===== src/rtl/adaptive_threshold_sequencer_if.sv =====
// Bus between the adaptive-threshold sequencer and the rest of the pipeline:
// run control, per-stage finished flags, the three image address sources,
// and the status / shared-address outputs of the sequencer.
interface adaptive_threshold_sequencer_if #(
    parameter int WIDTH_BITS  = 8,
    parameter int HEIGHT_BITS = 8,
    parameter int CNT_BITS    = 24
);
    logic                   iStart;
    logic                   iAbort;
    logic                   iBoxFinished;
    logic                   iThreshFinished;
    logic [WIDTH_BITS-1:0]  iBoxCol;
    logic [HEIGHT_BITS-1:0] iBoxRow;
    logic [WIDTH_BITS-1:0]  iThCol;
    logic [HEIGHT_BITS-1:0] iThRow;
    logic [WIDTH_BITS-1:0]  iDispCol;
    logic [HEIGHT_BITS-1:0] iDispRow;

    logic [2:0]             global_state;
    logic                   oStageRst_n;
    logic [WIDTH_BITS-1:0]  oMemCol;
    logic [HEIGHT_BITS-1:0] oMemRow;
    logic                   oBusy;
    logic                   oDone;
    logic                   oError;
    logic [CNT_BITS-1:0]    oCycleCount;

    // Pipeline side: drives requests, flags and addresses, observes status.
    modport master (
        output iStart, iAbort, iBoxFinished, iThreshFinished,
        output iBoxCol, iBoxRow, iThCol, iThRow, iDispCol, iDispRow,
        input  global_state, oStageRst_n, oMemCol, oMemRow,
        input  oBusy, oDone, oError, oCycleCount
    );

    // Sequencer side.
    modport slave (
        input  iStart, iAbort, iBoxFinished, iThreshFinished,
        input  iBoxCol, iBoxRow, iThCol, iThRow, iDispCol, iDispRow,
        output global_state, oStageRst_n, oMemCol, oMemRow,
        output oBusy, oDone, oError, oCycleCount
    );
endinterface


===== src/rtl/adaptive_threshold_sequencer.sv =====
// Top-level controller of the adaptive-thresholding pipeline. Walks the run
// through clear -> box filter -> clear -> threshold -> done, drives the shared
// global_state bus and the stage clear, guards each stage with a watchdog,
// counts run cycles and steers the shared image-memory address.
module adaptive_threshold_sequencer #(
    parameter int WIDTH_BITS     = 8,
    parameter int HEIGHT_BITS    = 8,
    parameter int TIMEOUT_CYCLES = 1048576,
    parameter int CNT_BITS       = 24
) (
    input  logic                          clock,
    input  logic                          reset,
    adaptive_threshold_sequencer_if.slave bus
);

    typedef enum logic [3:0] {
        S_IDLE,
        S_CLR_BOX,
        S_BOX,
        S_BOX_DRAIN,
        S_CLR_TH,
        S_TH,
        S_TH_DRAIN,
        S_DONE,
        S_ERROR
    } state_t;

    localparam logic [CNT_BITS-1:0] WD_LAST = CNT_BITS'(TIMEOUT_CYCLES - 1);

    state_t                 state;
    state_t                 next_state;
    logic                   clr_second;
    logic [CNT_BITS-1:0]    watchdog;
    logic [CNT_BITS-1:0]    cycle_count;
    logic [2:0]             state_code;
    logic                   stage_rst_n;
    logic                   busy;
    logic                   done;
    logic                   error;
    logic                   wd_expired;
    logic [WIDTH_BITS-1:0]  mem_col;
    logic [HEIGHT_BITS-1:0] mem_row;

    // Value the shared global_state bus carries for each internal state;
    // the clear and drain states share the code of their neighbours.
    function automatic logic [2:0] encode(input state_t s);
        case (s)
            S_BOX, S_BOX_DRAIN: encode = 3'd1;
            S_TH, S_TH_DRAIN:   encode = 3'd2;
            S_DONE:             encode = 3'd3;
            S_ERROR:            encode = 3'd4;
            default:            encode = 3'd0;
        endcase
    endfunction

    // States that belong to an active run and therefore count cycles.
    function automatic logic is_running(input state_t s);
        is_running = (s == S_CLR_BOX) || (s == S_BOX) || (s == S_BOX_DRAIN) ||
                     (s == S_CLR_TH)  || (s == S_TH)  || (s == S_TH_DRAIN);
    endfunction

    assign wd_expired = (watchdog == WD_LAST);

    // Next-state decision; abort beats start, finished flags and timeout.
    always_comb begin
        next_state = state;
        if (bus.iAbort) begin
            next_state = S_IDLE;
        end else begin
            case (state)
                S_IDLE:      if (bus.iStart) next_state = S_CLR_BOX;
                S_CLR_BOX:   if (clr_second) next_state = S_BOX;
                S_BOX: begin
                    if (bus.iBoxFinished)  next_state = S_BOX_DRAIN;
                    else if (wd_expired)   next_state = S_ERROR;
                end
                S_BOX_DRAIN: next_state = S_CLR_TH;
                S_CLR_TH:    if (clr_second) next_state = S_TH;
                S_TH: begin
                    if (bus.iThreshFinished) next_state = S_TH_DRAIN;
                    else if (wd_expired)     next_state = S_ERROR;
                end
                S_TH_DRAIN:  next_state = S_DONE;
                S_DONE:      if (bus.iStart) next_state = S_CLR_BOX;
                S_ERROR:     next_state = S_ERROR;
                default:     next_state = S_IDLE;
            endcase
        end
    end

    // State register plus every registered output, decoded from the next state.
    always_ff @(posedge clock or posedge reset) begin
        if (reset) begin
            state       <= S_IDLE;
            clr_second  <= 1'b0;
            watchdog    <= '0;
            cycle_count <= '0;
            state_code  <= 3'd0;
            stage_rst_n <= 1'b0;
            busy        <= 1'b0;
            done        <= 1'b0;
            error       <= 1'b0;
        end else begin
            state      <= next_state;
            clr_second <= (next_state == state) &&
                          ((state == S_CLR_BOX) || (state == S_CLR_TH));

            if (next_state != state)
                watchdog <= '0;
            else if ((state == S_BOX) || (state == S_TH))
                watchdog <= watchdog + 1'b1;

            if (next_state == S_IDLE)
                cycle_count <= '0;
            else if ((next_state == S_CLR_BOX) && ((state == S_IDLE) || (state == S_DONE)))
                cycle_count <= '0;
            else if (is_running(state) && (cycle_count != '1))
                cycle_count <= cycle_count + 1'b1;

            state_code  <= encode(next_state);
            stage_rst_n <= !((next_state == S_IDLE) || (next_state == S_CLR_BOX) ||
                             (next_state == S_CLR_TH) || (next_state == S_ERROR));
            busy        <= !((next_state == S_IDLE) || (next_state == S_DONE) ||
                             (next_state == S_ERROR));
            done        <= (next_state == S_DONE);
            error       <= (next_state == S_ERROR);
        end
    end

    // Shared image-memory address follows whichever stage global_state names.
    always_comb begin
        mem_col = bus.iDispCol;
        mem_row = bus.iDispRow;
        case (state_code)
            3'd1: begin
                mem_col = bus.iBoxCol;
                mem_row = bus.iBoxRow;
            end
            3'd2: begin
                mem_col = bus.iThCol;
                mem_row = bus.iThRow;
            end
            default: begin
                mem_col = bus.iDispCol;
                mem_row = bus.iDispRow;
            end
        endcase
    end

    assign bus.global_state = state_code;
    assign bus.oStageRst_n  = stage_rst_n;
    assign bus.oBusy        = busy;
    assign bus.oDone        = done;
    assign bus.oError       = error;
    assign bus.oCycleCount  = cycle_count;
    assign bus.oMemCol      = mem_col;
    assign bus.oMemRow      = mem_row;

endmodule


===== src/flat_wrapper.sv =====
// flat-port wrapper written by rule: the top's interface ports become plain ports
module adaptive_threshold_sequencer_flat 
#(
    parameter int WIDTH_BITS     = 8,
    parameter int HEIGHT_BITS    = 8,
    parameter int TIMEOUT_CYCLES = 1048576,
    parameter int CNT_BITS       = 24
)
  (clock, reset, bus_iStart, bus_iAbort, bus_iBoxFinished, bus_iThreshFinished, bus_iBoxCol, bus_iBoxRow, bus_iThCol, bus_iThRow, bus_iDispCol, bus_iDispRow, bus_global_state, bus_oStageRst_n, bus_oMemCol, bus_oMemRow, bus_oBusy, bus_oDone, bus_oError, bus_oCycleCount);
  adaptive_threshold_sequencer_if #(.WIDTH_BITS(WIDTH_BITS), .HEIGHT_BITS(HEIGHT_BITS), .CNT_BITS(CNT_BITS)) bus_i ();
  input  logic clock;
  input  logic reset;
  input wire logic [$bits(bus_i.iStart)-1:0] bus_iStart;
  input wire logic [$bits(bus_i.iAbort)-1:0] bus_iAbort;
  input wire logic [$bits(bus_i.iBoxFinished)-1:0] bus_iBoxFinished;
  input wire logic [$bits(bus_i.iThreshFinished)-1:0] bus_iThreshFinished;
  input wire logic [$bits(bus_i.iBoxCol)-1:0] bus_iBoxCol;
  input wire logic [$bits(bus_i.iBoxRow)-1:0] bus_iBoxRow;
  input wire logic [$bits(bus_i.iThCol)-1:0] bus_iThCol;
  input wire logic [$bits(bus_i.iThRow)-1:0] bus_iThRow;
  input wire logic [$bits(bus_i.iDispCol)-1:0] bus_iDispCol;
  input wire logic [$bits(bus_i.iDispRow)-1:0] bus_iDispRow;
  output wire logic [$bits(bus_i.global_state)-1:0] bus_global_state;
  output wire logic [$bits(bus_i.oStageRst_n)-1:0] bus_oStageRst_n;
  output wire logic [$bits(bus_i.oMemCol)-1:0] bus_oMemCol;
  output wire logic [$bits(bus_i.oMemRow)-1:0] bus_oMemRow;
  output wire logic [$bits(bus_i.oBusy)-1:0] bus_oBusy;
  output wire logic [$bits(bus_i.oDone)-1:0] bus_oDone;
  output wire logic [$bits(bus_i.oError)-1:0] bus_oError;
  output wire logic [$bits(bus_i.oCycleCount)-1:0] bus_oCycleCount;
  assign bus_i.iStart = bus_iStart;
  assign bus_i.iAbort = bus_iAbort;
  assign bus_i.iBoxFinished = bus_iBoxFinished;
  assign bus_i.iThreshFinished = bus_iThreshFinished;
  assign bus_i.iBoxCol = bus_iBoxCol;
  assign bus_i.iBoxRow = bus_iBoxRow;
  assign bus_i.iThCol = bus_iThCol;
  assign bus_i.iThRow = bus_iThRow;
  assign bus_i.iDispCol = bus_iDispCol;
  assign bus_i.iDispRow = bus_iDispRow;
  assign bus_global_state = bus_i.global_state;
  assign bus_oStageRst_n = bus_i.oStageRst_n;
  assign bus_oMemCol = bus_i.oMemCol;
  assign bus_oMemRow = bus_i.oMemRow;
  assign bus_oBusy = bus_i.oBusy;
  assign bus_oDone = bus_i.oDone;
  assign bus_oError = bus_i.oError;
  assign bus_oCycleCount = bus_i.oCycleCount;
  adaptive_threshold_sequencer #(.WIDTH_BITS(WIDTH_BITS), .HEIGHT_BITS(HEIGHT_BITS), .TIMEOUT_CYCLES(TIMEOUT_CYCLES), .CNT_BITS(CNT_BITS)) u_core (.clock(clock), .reset(reset), .bus(bus_i));
endmodule

===== config.mk =====
export PLATFORM = sky130hd
export DESIGN_NAME = adaptive_threshold_sequencer_flat
export DESIGN_NICKNAME = d
export VERILOG_FILES = /design/src/rtl/adaptive_threshold_sequencer_if.sv /design/src/rtl/adaptive_threshold_sequencer.sv /design/src/flat_wrapper.sv
export SDC_FILE = /design/constraint.sdc
export NUM_CORES = 1
export LEC_CHECK = 0
export ABC_CLOCK_PERIOD_IN_PS = 1900
export CAP_MARGIN = 5
export CORE_UTILIZATION = 40
export DETAILED_ROUTE_END_ITERATION = 12
export GPL_TIMING_DRIVEN = 0
export PLACE_DENSITY = 0.7
export SLEW_MARGIN = 0
export SYNTH_ARGS = -nofsm -noshare
export SYNTH_HDL_FRONTEND = slang
export SYNTH_SLANG_ARGS = --single-unit

===== constraint.sdc =====
create_clock -name clock -period 1.9 [get_ports clock]
set_input_delay 0.38 -clock clock [delete_from_list [all_inputs] [get_ports clock]]
set_output_delay 0.38 -clock clock [all_outputs]
set_load 0.02 [all_outputs]

==> results.py <==
metrics = {
    "outcome": {
        "status": "finished, violations left",
        "violations": "setup timing",
    },
    "worst_setup_path": {
        "cpMostUsedCell": "nor2_4",
        "critical_path.slowest_cell": "dfrtp_2",
        "crit_type": "reg2out",
        "reg2reg_slack_ns": -0.22,
        "arrival_ns": 1.93,
        "cp-end-kind": "primary output",
        "start_kind": "flop",
        "max_stage_delay_ns": 0.53,
        "crit_path_max_fanout": 10,
        "worstPathCellList": "buf_8, nor2_4, nor2_4, a21oi_4, a21oi_2, buf_6",
        "required_ns": 1.52,
    },
    "final_layout": {
        "antenna_cells": 0,
        "layout_common_cells": "81 x clkdlybuf4s50_1, 62 x nor2_1, 57 x dfrtp_1, 44 x nor2_2, 43 x buf_4",
        "instances_no_fill": 792,
        "drive_gt1_frac": 0.433,
        "nNetsFinal": 714,
        "mostFrequentLayoutCell": "clkdlybuf4s50_1",
        "area_growth_pct": 73.9,
    },
    "yosys": {
        "ys.flop_type": "dfrtp_1",
        "ys_types": 55,
        "synth_area_sq_um": 3950,
        "syn-num-nets": 549,
        "syn_area_per_cell_sq_um": 8.00,
        "yosys_warnings": 0,
        "async_reset_ff_frac": 1.00,
        "syn_inst": 493,
        "synth-seq-cells": 60,
        "seq_area_frac_synth": 0.380,
        "synth-edff-count": 0,
    },
    "pwr": {
        "pwr-share-comb": 0.282,
        "switching_share": 0.314,
        "p_leak_nw": 2.79,
        "p_per_area_nw_per_um2": 501,
        "pwr-share-seq": 0.379,
        "p_clk_frac": 0.339,
        "total_power_mw": 3.44,
        "internal-power_mw": 2.36,
        "p_switching_mw": 1.08,
        "ir_drop_uv": 346,
    },
    "floorplan": {
        "core-area_sq_um": 9420,
        "io-pin-count": 101,
        "die_x_um": 101,
        "die_h_um": 101,
        "rows": 35,
        "die_area_sq_um": 10300,
        "start_util": 0.419,
    },
    "route": {
        "drtIter0Drc": 175,
        "drc": 0,
        "wire_per_inst_um": 20.4,
        "num_vias": 4688,
        "drt_wl_total_mm": 16.1,
        "vias_per_cell": 5.92,
        "ant_nets": 0,
        "dr.pass1.iters": 4,
    },
    "sta": {
        "grt_setup_unrepaired": "true",
        "drv_slew": 0,
        "setup_ws_ns": -0.409,
        "fmax_ghz": 0.433,
        "tightest_slew_ns": 0.809,
        "min_period_ns": 2.31,
        "fin_hold_ws_ns": 0.496,
        "setup_tns_ns": -11.54,
        "finalHoldViolations": 0,
        "fin_crit_sh": 1.22,
        "setup_viol": 68,
        "slew_headroom": 0.460,
        "finalClockSkew_ns": 0.0115,
    },
    "global_route": {
        "overflow": 0,
        "grt_usage": 0.263,
        "grt_max_degree": 38,
        "antenna_found_initial": 0,
        "grt_pass1_vias": 4275,
        "grt_pass1_wl_mm": 21.2,
    },
    "place": {
        "dp_cells": 723,
        "port_buffers": 100,
        "place_hpwl_mm": 8.15,
        "gp_congestion": 0.887,
        "place_ws_ns": -0.740,
    },
    "worst_hold_path": {
        "holdCritPathClass": "in2async",
    },
    "clock_tree": {
        "clk_path_buf_depth": 2,
        "cts_tree": "done",
        "clk_latency_ns": 0.36,
        "htreeDepth": 3,
        "clkSinkCount": 60,
        "cts_root_buf": "clkbuf_8",
        "clk_pin_slew_worst_paths_ns": 0.08,
        "hold_buffers": 0,
        "cts_made_buffers": 9,
    },
    "run": {
        "maxCapViolCount": 0,
    },
}
==> worst paths after layout <==
check,from,endpoint,depth (start not counted)
min in group clock,u_core.watchdog[11]$_DFFE_PP0P_,u_core.watchdog[11]$_DFFE_PP0P_,2
max in group asynchronous,reset,u_core.bus.global_state[2]$_DFF_PP0_,3
hold / removal,reset,u_core.bus.oError$_DFF_PP0_,2
setup reg to reg,u_core.state[1]$_DFF_PP0_,u_core.clr_second$_DFF_PP0_,5
hold reg to reg,u_core.watchdog[11]$_DFFE_PP0P_,u_core.watchdog[11]$_DFFE_PP0P_,2
setup / recovery,u_core.bus.global_state[2]$_DFF_PP0_,bus_oMemRow[2],6
==> cell usage after synthesis, drive strengths merged, types with 2 or more instances <==
cell type,count,area share
clkbuf,18,0.017
nor4,2,0.0032
o22ai,17,0.027
xnor2,10,0.022
nand2b,4,0.0063
nor2b,3,0.0048
nand2,22,0.021
a21o,4,0.0076
and4,9,0.021
and3,11,0.017
nand3b,2,0.0038
a31oi,2,0.0032
dfrtp,60,0.38
or4,2,0.0038
nand4,18,0.029
or3,4,0.0076
xor2,32,0.071
o31ai,2,0.0038
inv,6,0.0057
ha,2,0.0063
nand3,26,0.033
nor2,131,0.13
or3b,2,0.0051
o21ai,4,0.0060
mux2i,6,0.015
a21oi,57,0.073
buf,12,0.023
nor3,6,0.0076
a32o,2,0.0051
o21ba,2,0.0051
==> what timing repair did <==
| action | CTS | global route |
|---|---|---|
| resized for setup | 227 | 133 |
| cloned | 9 | 1 |
| endpoints found under the setup margin | 69 | 73 |
| pin swaps | 37 | 36 |
| buffers inserted | 32 | 13 |
==> power groups by stage <==
| stage | sequential (mW) | combinational [mW] | clock (mW) |
|---|---|---|---|
| finish | 1.30 | 0.969 | 1.17 |
| global route | 1.30 | 1.01 | 1.23 |
| CTS | 1.30 | 0.789 | 1.16 |
| detailed placement | 1.32 | 0.608 | 0 |
| global placement | 1.32 | 0.593 | 0 |
| floorplan | 1.33 | 0.332 | 0 |
==> through the flow <==
stage / utilization / cell area [sq um]
final: 0.729 / 6860
after global routing: 0.729 / 6860
after CTS: 0.662 / 6230
after detailed placement: 0.555 / 5220
after global placement: 0.552 / 5190
after floorplan: - / 4030
==> kinds of logic (layout without fill, tap and decap cells) <==
group,after synthesis,after routing,share of synthesized area
AO/OA/AOI/OAI,101,101,0.162
XOR/XNOR,42,42,0.0932
adder cells (fa/ha/maj),2,2,0.00634
buffers and inverters,36,206,0.0457
flip-flops,60,60,0.380
multiplexers,7,7,0.0181
AND/OR/NAND/NOR,245,245,0.294
==> layout make-up <==
type | count | area, sq um
timing repair buffer | 156 | 1540
clock inverter | 6 | 65.1
tap | 129 | 161
sequential | 60 | 1510
fill | 645 | 2550
buffer | 28 | 373
inverter | 6 | 27.5
clock buffer | 10 | 128
multi-input combinational | 397 | 3060
==> worst max-delay path: cells and delay by family (launching register included) <==
family	cells	cell delay, ns
buffers and inverters	2	0.36
AO/OA/AOI/OAI	2	0.34
flip-flops	1	0.53
AND/OR/NAND/NOR	2	0.33
==> flip-flops by register name, summed over array words and instances, names as in the netlist <==
| signal | count |
|---|---|
| u_core.bus.global_state | 3 |
| u_core.bus.oBusy | 1 |
| u_core.bus.oCycleCount | 24 |
| u_core.bus.oDone | 1 |
| u_core.bus.oError | 1 |
| u_core.bus.oStageRst_n | 1 |
| u_core.clr_second | 1 |
| u_core.state | 4 |
| u_core.watchdog | 24 |
==> metal layers <==
layer,vias up,track usage,part of all wire
met1,2290,0.330,0.38
met5,-,0,0
li1,2057,-,-
met4,0,0.122,0.050
met3,78,0.0504,0.080
met2,263,0.439,0.49
Power figures use the tool's default switching activity.
